[src/rtl/csr_unit_pkg.sv]
// Shared definitions for the CSR unit: core FSM state codes used to time
// CSR accesses, CSR addresses, CSR operation encodings and address decode
// helpers used by the optional illegal-access trap (CSR_ILLEGAL_TRAP_EN).
package csr_unit_pkg;

    // Core FSM states in which the CSR unit reads and writes
    localparam logic [2:0] REG_FILE_READ = 3'd2;
    localparam logic [2:0] WRITE_BACK    = 3'd4;

    // CSR address map
    localparam logic [11:0] CSR_CYCLE         = 12'hC00;
    localparam logic [11:0] CSR_CYCLEH        = 12'hC80;
    localparam logic [11:0] CSR_INSTRET       = 12'hC02;
    localparam logic [11:0] CSR_INSTRETH      = 12'hC82;
    localparam logic [11:0] CSR_MCYCLE        = 12'hB00;
    localparam logic [11:0] CSR_MCYCLEH       = 12'hB80;
    localparam logic [11:0] CSR_MINSTRET      = 12'hB02;
    localparam logic [11:0] CSR_MINSTRETH     = 12'hB82;
    localparam logic [11:0] CSR_MCOUNTINHIBIT = 12'h320;
    localparam logic [11:0] CSR_MSCRATCH      = 12'h340;

    // Zicsr read-modify-write operations
    typedef enum logic [1:0] {
        CSR_OP_NONE = 2'b00,
        CSR_OP_RW   = 2'b01,
        CSR_OP_RS   = 2'b10,
        CSR_OP_RC   = 2'b11
    } csr_op_e;

    // True for the user-mode counter views that software may only read
    function automatic logic csr_is_read_only(input logic [11:0] adr);
        case (adr)
            CSR_CYCLE, CSR_CYCLEH, CSR_INSTRET, CSR_INSTRETH: return 1'b1;
            default:                                          return 1'b0;
        endcase
    endfunction

    // True for every address the unit implements
    function automatic logic csr_is_mapped(input logic [11:0] adr);
        case (adr)
            CSR_CYCLE, CSR_CYCLEH, CSR_INSTRET, CSR_INSTRETH,
            CSR_MCYCLE, CSR_MCYCLEH, CSR_MINSTRET, CSR_MINSTRETH,
            CSR_MCOUNTINHIBIT, CSR_MSCRATCH:                  return 1'b1;
            default:                                          return 1'b0;
        endcase
    endfunction

endpackage

[src/rtl/csr_unit_if.sv]
// Core-to-CSR-unit connection. The core side (master) presents the decoded
// CSR instruction each cycle; the CSR unit (slave) returns the old CSR value
// and, when CSR_ILLEGAL_TRAP_EN is defined, the illegal-access flag.
interface csr_unit_if;

    logic [2:0]  state_i;
    logic        en_csr_i;
    logic [1:0]  csr_op_i;
    logic [11:0] csr_adr_i;
    logic [31:0] csr_wdata_i;
    logic        instr_retired_i;
    logic [31:0] csr_val_o;
`ifdef CSR_ILLEGAL_TRAP_EN
    logic        illegal_o;

    modport master (
        output state_i, en_csr_i, csr_op_i, csr_adr_i, csr_wdata_i, instr_retired_i,
        input  csr_val_o, illegal_o
    );

    modport slave (
        input  state_i, en_csr_i, csr_op_i, csr_adr_i, csr_wdata_i, instr_retired_i,
        output csr_val_o, illegal_o
    );
`else
    modport master (
        output state_i, en_csr_i, csr_op_i, csr_adr_i, csr_wdata_i, instr_retired_i,
        input  csr_val_o
    );

    modport slave (
        input  state_i, en_csr_i, csr_op_i, csr_adr_i, csr_wdata_i, instr_retired_i,
        output csr_val_o
    );
`endif

endinterface

[src/rtl/csr_counter.sv]
// W-bit event counter built from a 32-bit low half and an optional upper
// half. The low-half wrap is held in a registered carry that the upper half
// absorbs on the next enabled increment, keeping the adder chain 32 bits
// long. A half write replaces only that half and beats its own increment.
// The value is zero-extended to 64 bits.
module csr_counter #(
    parameter int W = 64
) (
    input  logic        clk_i,
    input  logic        rst_ni,
    input  logic        i_inc,
    input  logic        i_wr_lo,
    input  logic        i_wr_hi,
    input  logic [31:0] i_wdata,
    output logic [63:0] o_value
);

    logic [31:0] r_lo;

    // Low half: a write replaces it, otherwise it counts when enabled
    always_ff @(posedge clk_i or negedge rst_ni) begin
        if (!rst_ni) begin
            r_lo <= '0;
        end else if (i_wr_lo) begin
            r_lo <= i_wdata;
        end else if (i_inc) begin
            r_lo <= r_lo + 32'd1;
        end
    end

    generate
        if (W > 32) begin : g_hi
            localparam int HW = W - 32;

            logic [HW-1:0] r_hi;
            logic          r_carry;

            // Carry is consumed on every enabled increment; a low-half write
            // cancels the wrap that would otherwise have been generated
            always_ff @(posedge clk_i or negedge rst_ni) begin
                if (!rst_ni) begin
                    r_carry <= 1'b0;
                end else if (i_inc) begin
                    r_carry <= !i_wr_lo && (r_lo == '1);
                end
            end

            // Upper half: a write wins, otherwise it absorbs the pending carry
            always_ff @(posedge clk_i or negedge rst_ni) begin
                if (!rst_ni) begin
                    r_hi <= '0;
                end else if (i_wr_hi) begin
                    r_hi <= i_wdata[HW-1:0];
                end else if (i_inc && r_carry) begin
                    r_hi <= r_hi + HW'(1);
                end
            end

            assign o_value = 64'({r_hi, r_lo});
        end else begin : g_no_hi
            logic w_unused_wr_hi;

            assign w_unused_wr_hi = i_wr_hi;
            assign o_value        = 64'(r_lo);
        end
    endgenerate

endmodule

[src/rtl/csr_unit.sv]
// CSR unit beside the register file: cycle/instret counters with machine
// write aliases, mcountinhibit and mscratch. The old CSR value is latched
// in REG_FILE_READ and the read-modify-write result is committed in
// WRITE_BACK. Optional feature macro: CSR_ILLEGAL_TRAP_EN adds illegal_o
// and suppresses the write phase of an illegal access.
module csr_unit
    import csr_unit_pkg::*;
#(
    parameter int CNT_W      = 64,
    parameter bit SCRATCH_EN = 1'b1
) (
    input  logic       clk_i,
    input  logic       rst_ni,
    csr_unit_if.slave  bus
);

    csr_op_e     w_op;
    logic        w_read_en;
    logic        w_write_req;
    logic        w_write_en;
    logic        w_illegal_block;
    logic [31:0] w_rdata;
    logic [31:0] w_new_val;
    logic [31:0] w_mscratch;
    logic [63:0] w_cycle;
    logic [63:0] w_instret;
    logic        w_cyc_wr_lo;
    logic        w_cyc_wr_hi;
    logic        w_ins_wr_lo;
    logic        w_ins_wr_hi;
    logic        r_cy;
    logic        r_ir;
    logic [31:0] r_csr_val;

    assign w_op      = csr_op_e'(bus.csr_op_i);
    assign w_read_en = bus.en_csr_i && (bus.state_i == REG_FILE_READ);

    // Set/clear with a zero mask is a pure read and never writes
    assign w_write_req = bus.en_csr_i && (bus.state_i == WRITE_BACK) && (w_op != CSR_OP_NONE)
                         && !(((w_op == CSR_OP_RS) || (w_op == CSR_OP_RC)) && (bus.csr_wdata_i == '0));

`ifdef CSR_ILLEGAL_TRAP_EN
    logic r_illegal;

    // Illegal flag is re-evaluated at every read edge and blocks that instruction's write
    always_ff @(posedge clk_i or negedge rst_ni) begin
        if (!rst_ni) begin
            r_illegal <= 1'b0;
        end else if (w_read_en) begin
            r_illegal <= !csr_is_mapped(bus.csr_adr_i)
                         || (csr_is_read_only(bus.csr_adr_i)
                             && ((w_op == CSR_OP_RW)
                                 || (((w_op == CSR_OP_RS) || (w_op == CSR_OP_RC))
                                     && (bus.csr_wdata_i != '0))));
        end
    end

    assign w_illegal_block = r_illegal;
    assign bus.illegal_o   = r_illegal;
`else
    assign w_illegal_block = 1'b0;
`endif

    assign w_write_en = w_write_req && !w_illegal_block;

    // Read-modify-write result, always based on the value latched at the read edge
    always_comb begin
        w_new_val = bus.csr_wdata_i;
        case (w_op)
            CSR_OP_RS: w_new_val = r_csr_val | bus.csr_wdata_i;
            CSR_OP_RC: w_new_val = r_csr_val & ~bus.csr_wdata_i;
            default:   w_new_val = bus.csr_wdata_i;
        endcase
    end

    // Read mux; unmapped addresses read as zero
    always_comb begin
        w_rdata = '0;
        case (bus.csr_adr_i)
            CSR_CYCLE,    CSR_MCYCLE:    w_rdata = w_cycle[31:0];
            CSR_CYCLEH,   CSR_MCYCLEH:   w_rdata = w_cycle[63:32];
            CSR_INSTRET,  CSR_MINSTRET:  w_rdata = w_instret[31:0];
            CSR_INSTRETH, CSR_MINSTRETH: w_rdata = w_instret[63:32];
            CSR_MCOUNTINHIBIT:           w_rdata = {29'd0, r_ir, 1'b0, r_cy};
            CSR_MSCRATCH:                w_rdata = w_mscratch;
            default:                     w_rdata = '0;
        endcase
    end

    // Only the machine aliases are writable; user views fall through and are dropped
    assign w_cyc_wr_lo = w_write_en && (bus.csr_adr_i == CSR_MCYCLE);
    assign w_cyc_wr_hi = w_write_en && (bus.csr_adr_i == CSR_MCYCLEH);
    assign w_ins_wr_lo = w_write_en && (bus.csr_adr_i == CSR_MINSTRET);
    assign w_ins_wr_hi = w_write_en && (bus.csr_adr_i == CSR_MINSTRETH);

    // Old CSR value latch, held until the next CSR read
    always_ff @(posedge clk_i or negedge rst_ni) begin
        if (!rst_ni) begin
            r_csr_val <= '0;
        end else if (w_read_en) begin
            r_csr_val <= w_rdata;
        end
    end

    assign bus.csr_val_o = r_csr_val;

    // Counter inhibit bits; being registered they gate counting from the following cycle
    always_ff @(posedge clk_i or negedge rst_ni) begin
        if (!rst_ni) begin
            r_cy <= 1'b0;
            r_ir <= 1'b0;
        end else if (w_write_en && (bus.csr_adr_i == CSR_MCOUNTINHIBIT)) begin
            r_cy <= w_new_val[0];
            r_ir <= w_new_val[2];
        end
    end

    generate
        if (SCRATCH_EN) begin : g_scratch
            logic [31:0] r_mscratch;

            // Scratch register for machine-mode software
            always_ff @(posedge clk_i or negedge rst_ni) begin
                if (!rst_ni) begin
                    r_mscratch <= '0;
                end else if (w_write_en && (bus.csr_adr_i == CSR_MSCRATCH)) begin
                    r_mscratch <= w_new_val;
                end
            end

            assign w_mscratch = r_mscratch;
        end else begin : g_no_scratch
            assign w_mscratch = '0;
        end
    endgenerate

    csr_counter #(.W(CNT_W)) u_cycle (
        .clk_i   (clk_i),
        .rst_ni  (rst_ni),
        .i_inc   (!r_cy),
        .i_wr_lo (w_cyc_wr_lo),
        .i_wr_hi (w_cyc_wr_hi),
        .i_wdata (w_new_val),
        .o_value (w_cycle)
    );

    csr_counter #(.W(CNT_W)) u_instret (
        .clk_i   (clk_i),
        .rst_ni  (rst_ni),
        .i_inc   (bus.instr_retired_i && !r_ir),
        .i_wr_lo (w_ins_wr_lo),
        .i_wr_hi (w_ins_wr_hi),
        .i_wdata (w_new_val),
        .o_value (w_instret)
    );

endmodule
[src/flat_wrapper.sv]
// flat-port wrapper written by rule: the top's interface ports become plain ports
module csr_unit_flat import csr_unit_pkg::*;
#(
    parameter int CNT_W      = 64,
    parameter bit SCRATCH_EN = 1'b1
)
  (clk_i, rst_ni, bus_state_i, bus_en_csr_i, bus_csr_op_i, bus_csr_adr_i, bus_csr_wdata_i, bus_instr_retired_i, bus_csr_val_o);
  csr_unit_if bus_i ();
  input  logic clk_i;
  input  logic rst_ni;
  input wire logic [$bits(bus_i.state_i)-1:0] bus_state_i;
  input wire logic [$bits(bus_i.en_csr_i)-1:0] bus_en_csr_i;
  input wire logic [$bits(bus_i.csr_op_i)-1:0] bus_csr_op_i;
  input wire logic [$bits(bus_i.csr_adr_i)-1:0] bus_csr_adr_i;
  input wire logic [$bits(bus_i.csr_wdata_i)-1:0] bus_csr_wdata_i;
  input wire logic [$bits(bus_i.instr_retired_i)-1:0] bus_instr_retired_i;
  output wire logic [$bits(bus_i.csr_val_o)-1:0] bus_csr_val_o;
  assign bus_i.state_i = bus_state_i;
  assign bus_i.en_csr_i = bus_en_csr_i;
  assign bus_i.csr_op_i = bus_csr_op_i;
  assign bus_i.csr_adr_i = bus_csr_adr_i;
  assign bus_i.csr_wdata_i = bus_csr_wdata_i;
  assign bus_i.instr_retired_i = bus_instr_retired_i;
  assign bus_csr_val_o = bus_i.csr_val_o;
  csr_unit #(.CNT_W(CNT_W), .SCRATCH_EN(SCRATCH_EN)) u_core (.clk_i(clk_i), .rst_ni(rst_ni), .bus(bus_i));
endmodule
[config.mk]
export PLATFORM = sky130hd
export DESIGN_NAME = csr_unit_flat
export DESIGN_NICKNAME = d
export VERILOG_FILES = /design/src/rtl/csr_unit_pkg.sv /design/src/rtl/csr_unit_if.sv /design/src/rtl/csr_counter.sv /design/src/rtl/csr_unit.sv /design/src/flat_wrapper.sv
export SDC_FILE = /design/constraint.sdc
export NUM_CORES = 1
export LEC_CHECK = 0
export ABC_AREA = 1
export CAP_MARGIN = 20
export CORE_MARGIN = 4
export CORE_UTILIZATION = 40
export CTS_CLUSTER_DIAMETER = 60
export DETAILED_ROUTE_END_ITERATION = 8
export PLACE_DENSITY = 0.56
export SYNTH_ARGS = -nofsm -noshare
export SYNTH_HDL_FRONTEND = slang
export SYNTH_SLANG_ARGS = --single-unit
[constraint.sdc]
create_clock -name clk_i -period 4 [get_ports clk_i]
set_input_delay 1.2 -clock clk_i [delete_from_list [all_inputs] [get_ports clk_i]]
set_output_delay 1.2 -clock clk_i [all_outputs]
set_load 0.01 [all_outputs]
==> results.md <==
* RSZ-0062 raised after global routing: false
* Die area at 38800 sq um
* Number of CTS-inserted buffers at 17
* Routed wire length at 61400 um
* Syn Area/Cell at 6.20 sq um
* Synth Area in Compound Gates at 0.0611
* Commonest non-fill, non-tap cells in the layout: nand2_1, nand3_1, nor2_1
* Period Utilization, post-route at 0.799
* Adder-cell share of the synthesized area at 0.00351
* Power Density at 248 nW/um^2
* Synth Instances at 2302
* Endpoints failing setup at 0
* Hold WC Path Type: reg -> reg
* Final core occ at 0.469
* Worst-path clk slew at 0.08 ns
* Fmax at 0.313 GHz
* Post-Synth XOR/XNOR Area at 0.0344
* WP data arrival at 3.51 ns
* All-layer global routing usage at 0.314
* Post-synthesis mux area share at 0
* Core area at 34900 sq um
* Initial Util at 0.409
* Share of cells above drive strength 1 at 0.0504
* Pins over their slew limit at 0
* Synth warn at 0
* # hold bufs at CTS at 0
* ANT nets after route at 0
* Largest family of logic cells by synthesized area: simple AND/OR/NAND/NOR gates
* Vias in the first global route at 14592
* Required @ worst endpoint at 4.31 ns
* Status: complete, no violations
* Port bufs at 84
* Grt total ovfl at 0
* Crit Path Class: in -> reg
* Clk buf depth at 2
* Die W at 197 um
* Startpoint types: input port
* Global-route wire length before repair at 92100 um
* Cts repair resizes at 0
* Routed length per instance at 21.7 um
* Setup_tns at 0 ns
* Relative slew slack at 0.207
* Crit path max fanout at 36
* # rows at 68
* Seq/Total Area, Yosys at 0.344
* Synth Register Bits at 196
* Via-per-instance ratio at 5.62
* Mapped Nets at 2359
* Setup Skew at 0.0114 ns
* Leak Pwr at 7.34 nW
* Gpl congestion at 1.03
* IO Pins at 85
* # fillers at 3706
* Final hold vios at 0
* H-tree Lvls at 4
* Die height at 197 um
* Nets at 2425
* Layout area overhead at 14.7%
* # DRC at 0
* Post-DP HPWL at 45000 um
* Worst slew pin tran at 1.19 ns
* CTS tree: yes
* Max Cap Viol at 0
* Simple-Gate Fraction of Synth Area at 0.476
* Post-Syn Area at 14300 sq um
* Initial DRC Count at 1943
* Synth cell types at 34
* Via Count at 15936
* Fin crit period at 3.20 ns
* CP endpoint kind: flop
* Largest net degree at the start of global routing at 72
* Post-CTS Setup Bufs at 0
* DR pass1 iterations at 6
* Max VDD drop at 0.000302 V
* Number of antenna diodes at 0
* Worst-Skew Late Latency at 0.47 ns
* CTS root buf: clkbuf_16
* Initial antenna violation count at 1
* Commonest non-fill, non-tap cell in the layout: nand2_1
* Num Clock Sinks at 196
==> area by class of cell <==
type | instances | area (sq um) | area share
Sequential cell | 196 | 4900 | 0.300
Clock inverter | 12 | 98.8 | 0.00604
Inverter | 182 | 683 | 0.0417
Multi-Input combinational cell | 1820 | 8230 | 0.503
Clock buffer | 20 | 447 | 0.0273
Tap cell | 455 | 569 | 0.0348
Timing Repair Buffer | 151 | 1440 | 0.0877
==> worst paths after layout <==
| path | startpoint | to | slack (ns) | cells after the start |
|---|---|---|---|---|
| setup / recovery | bus_csr_wdata_i[1] | u_core.g_scratch.r_mscratch[15]$_DFFE_PN0P_ | 0.80 | 10 |
| setup reg to reg | u_core.r_cy$_DFFE_PN0P_ | u_core.u_cycle.g_hi.r_hi[29]$_DFFE_PN0P_ | 1.52 | 6 |
| hold reg to reg | u_core.g_scratch.r_mscratch[26]$_DFFE_PN0P_ | u_core.g_scratch.r_mscratch[26]$_DFFE_PN0P_ | 0.49 | 2 |
| hold / removal | u_core.g_scratch.r_mscratch[26]$_DFFE_PN0P_ | u_core.g_scratch.r_mscratch[26]$_DFFE_PN0P_ | 0.49 | 2 |
| max in group asynchronous | rst_ni | u_core.u_cycle.r_lo[20]$_DFFE_PN0P_ | 2.56 | 2 |
| min in group asynchronous | rst_ni | u_core.r_cy$_DFFE_PN0P_ | 0.70 | 1 |
==> cell usage after synthesis <==
library cell,n,area share
nand2_1,775,0.20
nand3_1,496,0.17
nor2_1,259,0.068
dfrtp_1,196,0.34
inv_1,179,0.047
o21ai_0,97,0.034
a21oi_1,62,0.022
clkbuf_1,47,0.012
xor2_1,42,0.026
buf_2,36,0.013
nand3b_1,25,0.013
xnor2_1,14,0.0086
buf_1,12,0.0032
o21ai_1,11,0.0039
buf_4,9,0.0047
nand4_1,7,0.0031
nor2_2,7,0.0031
ha_1,4,0.0035
nand3_2,4,0.0028
and2_1,2,0.00088
clkinv_1,2,0.00053
nand2_2,2,0.00088
nor3_1,2,0.00070
o22ai_1,2,0.00088
a22o_1,1,0.00061
and3_1,1,0.00044
inv_2,1,0.00026
nand2_4,1,0.00079
nor2_4,1,0.00079
nor3_2,1,0.00070
nor4_1,1,0.00044
nor4_2,1,0.00088
nor4_4,1,0.0015
or2_2,1,0.00044
==> registers in the layout (all words and copies together), names as in the netlist <==
register,cells
u_core.bus.csr_val_o,32
u_core.u_instret.r_lo,32
u_core.u_cycle.r_lo,32
u_core.u_instret.g_hi.r_carry,1
u_core.u_cycle.g_hi.r_hi,32
u_core.u_instret.g_hi.r_hi,32
u_core.r_cy,1
u_core.g_scratch.r_mscratch,32
u_core.r_ir,1
u_core.u_cycle.g_hi.r_carry,1
==> report_power, final <==
| group | switching (mW) | internal (mW) |
|---|---|---|
| Sequential | 0.0105 | 1.99 |
| Combinational | 0.240 | 0.105 |
| Clock | 0.889 | 0.827 |
==> worst max-delay path: stages <==
cell and delay, ns:
clkdlybuf4s50_1 0.47, inv_1 0.11, nand2_1 0.11, nor2_1 0.05
nand2_1 0.16, nor2_1 0.10, nand3_2 0.21, nand2_4 0.22
nor2_4 0.68, o21ai_0 0.19
==> metal layers <==
layer,track usage,wire length (um),up-vias,share of wire
met2,0.468,26300,724,0.43
li1,-,-,7556,-
met1,0.443,26700,7539,0.43
met3,0.0532,5000,117,0.081
met4,0.154,3400,0,0.055
met5,0,0,-,0
==> stage by stage <==
stage	setup WS (ns)	instance area (sq um)	power (mW)	hold slack, ns	cells
5_1_grt	0.701	16400	4.16	0.522	2836
6_report	0.802	16400	4.06	0.490	2836
4_1_cts	0.868	16400	4.07	0.490	2836
3_3_place_gp	0.461	15800	2.38	0.466	2804
2_1_floorplan	1.49	14300	2.12	0.451	2302
3_5_place_dp	0.376	15800	2.38	0.472	2804
==> kinds of logic after synthesis <==
group / after synthesis
fa+ha+maj: 4
buf+inv: 286
simple gates: 1587
xor+xnor: 56
compound gates: 173
flops: 196
No activity file was read; power rests on OpenSTA's default activity.
